### src/rtl/lap_controller.sv
// Lap-memory and display controller: captures split times from the live BCD
// count and selects live or stored laps for the seven-segment display.
module lap_controller #(
  parameter int DEPTH   = 4,
  parameter int TIMEOUT = 5
) (
  input  logic                       clk,
  input  logic                       n_rst,
  input  logic                       lap,
  input  logic                       recall,
  input  logic                       clear,
  input  logic                       running,
  input  logic                       tick,
  input  logic [7:0]                 live_num,
  output logic [7:0]                 disp_num,
  output logic                       recall_mode,
  output logic [$clog2(DEPTH)-1:0]   lap_idx,
  output logic [$clog2(DEPTH):0]     lap_count,
  output logic                       full,
  output logic                       overflow
);

  localparam int IW = $clog2(DEPTH);
  localparam int CW = IW + 1;
  localparam int TW = $clog2(TIMEOUT + 1);

  typedef enum logic {LIVE, RECALL} state_t;

  state_t        state_q, state_d;
  logic [7:0]    disp_q, disp_d;
  logic [IW-1:0] idx_q, idx_d;
  logic [CW-1:0] cnt_q, cnt_d;
  logic          ovf_q, ovf_d;
  logic [TW-1:0] tick_q, tick_d;
  logic          mem_we;
  logic [7:0]    mem_q [DEPTH];
  logic          full_w;

  assign full_w = (cnt_q == CW'(DEPTH));

  always_comb begin
    state_d = state_q;
    idx_d   = idx_q;
    cnt_d   = cnt_q;
    ovf_d   = ovf_q;
    tick_d  = tick_q;
    mem_we  = 1'b0;
    disp_d  = live_num;
    if (clear) begin
      state_d = LIVE;
      idx_d   = '0;
      cnt_d   = '0;
      ovf_d   = 1'b0;
      tick_d  = '0;
    end else begin
      case (state_q)
        LIVE: begin
          if (recall && cnt_q != '0) begin
            state_d = RECALL;
            idx_d   = '0;
            tick_d  = '0;
          end else if (lap && running) begin
            if (full_w) begin
              ovf_d = 1'b1;
            end else begin
              mem_we = 1'b1;
              cnt_d  = cnt_q + CW'(1);
            end
          end
        end
        RECALL: begin
          if (recall) begin
            if (CW'(idx_q) + CW'(1) < cnt_q) begin
              idx_d  = idx_q + IW'(1);
              tick_d = '0;
            end else begin
              state_d = LIVE;
              idx_d   = '0;
              tick_d  = '0;
            end
          end else if (tick) begin
            if (tick_q == TW'(TIMEOUT - 1)) begin
              state_d = LIVE;
              idx_d   = '0;
              tick_d  = '0;
            end else begin
              tick_d = tick_q + TW'(1);
            end
          end
        end
        default: state_d = LIVE;
      endcase
    end
    // Display follows the slot selected for the coming cycle, so a recall
    // press shows its lap on the same edge that samples it.
    if (state_d == RECALL) disp_d = mem_q[idx_d];
  end

  always_ff @(posedge clk or negedge n_rst) begin
    if (!n_rst) begin
      state_q <= LIVE;
      disp_q  <= '0;
      idx_q   <= '0;
      cnt_q   <= '0;
      ovf_q   <= 1'b0;
      tick_q  <= '0;
    end else begin
      state_q <= state_d;
      disp_q  <= disp_d;
      idx_q   <= idx_d;
      cnt_q   <= cnt_d;
      ovf_q   <= ovf_d;
      tick_q  <= tick_d;
    end
  end

  // Lap storage holds no reset; lap_count alone defines which slots are valid.
  always_ff @(posedge clk) begin
    if (mem_we) mem_q[cnt_q[IW-1:0]] <= live_num;
  end

  assign disp_num    = disp_q;
  assign recall_mode = (state_q == RECALL);
  assign lap_idx     = idx_q;
  assign lap_count   = cnt_q;
  assign full        = full_w;
  assign overflow    = ovf_q;

endmodule

### config.mk
export PLATFORM = sky130hd
export DESIGN_NAME = lap_controller
export DESIGN_NICKNAME = d
export VERILOG_FILES = /design/src/rtl/lap_controller.sv
export SDC_FILE = /design/constraint.sdc
export NUM_CORES = 1
export LEC_CHECK = 0
export BUFFER_PORTS_ARGS = -buffer_cell sky130_fd_sc_hd__buf_2
export CAP_MARGIN = 20
export CORE_MARGIN = 10
export CORE_UTILIZATION = 55
export DETAILED_ROUTE_END_ITERATION = 12
export GPL_TIMING_DRIVEN = 0
export PLACE_DENSITY = 0.75
export SYNTH_ARGS = -nofsm -noshare
export SYNTH_HDL_FRONTEND = slang
export SYNTH_SLANG_ARGS = --single-unit
export TNS_END_PERCENT = 10
### constraint.sdc
create_clock -name clk -period 4 [get_ports clk]
set_clock_uncertainty 0.15 [all_clocks]
set_input_delay 0.6 -clock clk [delete_from_list [all_inputs] [get_ports clk]]
set_output_delay 0.6 -clock clk [all_outputs]
set_load 0.02 [all_outputs]
==> results.sh <==
export IMPL_setup_viol=0
export IMPL_wl_um=4350
export IMPL_remaining_drc_errors=0
export IMPL_rsz0062_at_grt="false"
export IMPL_postSynth_asyncResetShare_pct=36.0
export IMPL_place_gp_congestion=0.762
export IMPL_worst_slack_ps=1390
export IMPL_grt_usage_pct=12.8
export IMPL_via_count=1366
export IMPL_synth_edff_count=32
export IMPL_timing_max_cap_violations=0
export IMPL_synth_area_mux_share_pct=8.06
export IMPL_post_cts_buffers=0
export IMPL_wl_met3_um=181
export IMPL_slowest_stage="dfrtp_1"
export IMPL_status="completed"
export IMPL_cts_tree="yes"
export IMPL_crit_chain="ha_1 > ha_1 > nand3_1 > a31oi_1 > o31ai_2 > buf_6 > buf_12 > mux2i_1 > o221ai_2"
export IMPL_layout_cells_non_filler=243
export IMPL_syn_area_per_cell_um2=14.3
export IMPL_routed_top_layer="met4"
export IMPL_synth_simple_area_share_pct=9.07
export IMPL_hold_buffers=0
export IMPL_p_per_area_nw_per_um2=382
export IMPL_dp_slack_ps=1400
export IMPL_dpl_hpwl_um=3150
export IMPL_met1_length_um=1690
export IMPL_area_growth_pct=13.1
export IMPL_max_stage_delay_ps=430
export IMPL_drt_iter0_drc=62
export IMPL_ctsResizeCount=0
export IMPL_yosysWarningCount=0
export IMPL_worst_slew_pin_slew_ps=477
export IMPL_io_pins=31
export IMPL_postRouteAntennaNets=0
export IMPL_synth_compound_area_share_pct=9.57
export IMPL_worst_ep_arrival_time_ps=2640
export IMPL_die_w_um=83.8
export IMPL_synth_fa_ha_area_share_pct=5.04
export IMPL_insertion_delay_ps=300
export IMPL_num_antenna_cells=0
export IMPL_critPathCaptureType="flop"
export IMPL_grt_pass1_wl_um=7120
export IMPL_die_y_um=83.8
export IMPL_worstSetupPathType="flop to flop"
export IMPL_met2_length_um=2430
export IMPL_synth_xor_area_share_pct=1.18
export IMPL_path_common_cell="ha_1"
export IMPL_power_leakage_uw=0.00101
export IMPL_tns_ps=0
export IMPL_fmax_ghz=0.383
export IMPL_critPathMaxFanout=10
export IMPL_initial_utilization_pct=56.3
export IMPL_synth_distinct_cells=30
export IMPL_slew_limit_headroom_pct=68.2
export IMPL_clock_sinks=50
export IMPL_synth_fp_nets=180
export IMPL_start_kind="flop"
export IMPL_peakVddDrop_mv=0.310
export IMPL_syn_inst=156
export IMPL_place_inst=235
export IMPL_drive_gt1_share_pct=27.5
export IMPL_final_nets=216
export IMPL_synth_main_ff_cell="edfxtp_1"
export IMPL_grt_start_max_net_pins=19
export IMPL_fillers=306
export IMPL_h_tree_depth=2
export IMPL_min_period_ps=2610
export IMPL_core_um2=3970
export IMPL_cts_buffers=5
export IMPL_clock_path_buffers=2
export IMPL_vias_per_cell=5.62
export IMPL_seq_area_frac_synth_pct=63.1
export IMPL_hold_class="input pin to async pin"
export IMPL_clk_pin_slew_ps=90
export IMPL_ys_ff_latch=50
export IMPL_cts_root_buffer_cell="clkbuf_8"
export IMPL_grt_pass1_vias=1460
export IMPL_rows=23
export IMPL_finalHoldViolCount=0
export IMPL_synth_top_family_by_area="compound AO/OA/AOI/OAI gates"
export IMPL_slew_violations=0
export IMPL_die_area_um2=7020
export IMPL_period_share_pct=65.2
export IMPL_required_ps=4030
export IMPL_antenna_found_initial=0
export IMPL_reg2reg_depth=9
export IMPL_port_buffers=29
export IMPL_first_pass_iters=4
export IMPL_routedWlPerCell_um=17.9
export IMPL_netlist_area_um2=2240
export IMPL_overflow=0
## stage by stage
step / util [%] / cell area [um^2] / hold WS, ps / power [uW]
after floorplan: - / 2240 / 154 / 657
after global placement: 61.5 / 2440 / 322 / 694
after detailed placement: 61.5 / 2440 / 354 / 699
after CTS: 63.7 / 2530 / 84.4 / 977
after global routing: 63.7 / 2530 / 94.5 / 1010
final: 63.7 / 2530 / 80.7 / 967
## path summary, 6_finish.rpt
check	end	slack, ps	startpoint
worst min register to register	overflow	380	overflow
min in group clk	mem_q[0][1]	380	live_num[1]
max in group asynchronous	disp_num[2]	3310	n_rst
worst max register to register	disp_num[7]	1390	lap_idx[0]
worst max-delay path	disp_num[7]	1390	lap_idx[0]
worst min-delay path	lap_count[2]	80	n_rst
## registers in the layout, indices dropped and copies added, names as in the netlist
signal and count:
recall_mode 1, tick_q 3, disp_num 8, lap_idx 2
lap_count 3, mem_q 32, overflow 1
## area by class of cell
type                            count  area [um^2]  share of cell area, %
Buffer                              6         62.6                   2.47
Clock buffer                        6         72.6                   2.87
Clock inverter                      2         12.5                  0.495
Inverter                            7         26.3                   1.04
Multi-Input combinational cell     93          736                   29.1
Sequential cell                    50         1410                   55.8
Tap cell                           50         62.6                   2.47
Timing Repair Buffer               29          145                   5.74
## Yosys cell counts, drive strengths merged (4+ instances only)
cell type	count	share of area, %
inv	7	1.2
nand2	16	2.7
buf	6	2.8
nand2b	4	1.1
mux2i	18	8.1
nor2	11	1.8
edfxtp	32	43
o221ai	8	5.4
dfrtp	18	20
ha	9	5.0
and2	4	1.1
a21oi	4	0.90
## cells by family after synthesis
group | after synthesis
DFF | 50
and+or+nand+nor | 42
AOI/OAI and AO/OA | 21
muxes | 18
buffers and inverters | 13
adders and majority gates | 9
xor gates and xnor gates | 3
## critical path, delay by kind of cell, from the launching register on
family	cells	cell delay [ps]
simple gates	1	90
fa+ha+maj	2	610
mux	1	250
buf+inv	2	370
compound gates	3	580
flops	1	430
## layout by cell type, fill, tap and decap left out, drive strengths merged
cell type / count
o31ai: 1
nand3: 3
inv: 8
nand2: 16
a211oi: 1
nor4: 1
a21oi: 4
o41ai: 1
edfxtp: 32
nand2b: 4
a211o: 1
ha: 9
buf: 35
o21ai: 2
xnor2: 3
dfrtp: 18
nor3: 1
nand4: 1
clkinv: 1
and2: 4
mux2i: 18
a22o: 1
or3: 1
clkbuf: 6
a31oi: 2
o221ai: 8
nor2: 11
## where the power goes
group / total, uW / switching, uW / internal, uW
Combinational: 111 / 70.1 / 41.2
Clock: 281 / 157 / 124
Sequential: 575 / 7.69 / 567
## metal layers
metal | GRT usage (%) | up-vias
li1 | - | 649
met1 | 13.3 | 689
met2 | 23.6 | 22
met3 | 4.30 | 6
met4 | 3.65 | 0
met5 | 0 | -
Power figures use the tool's default switching activity.
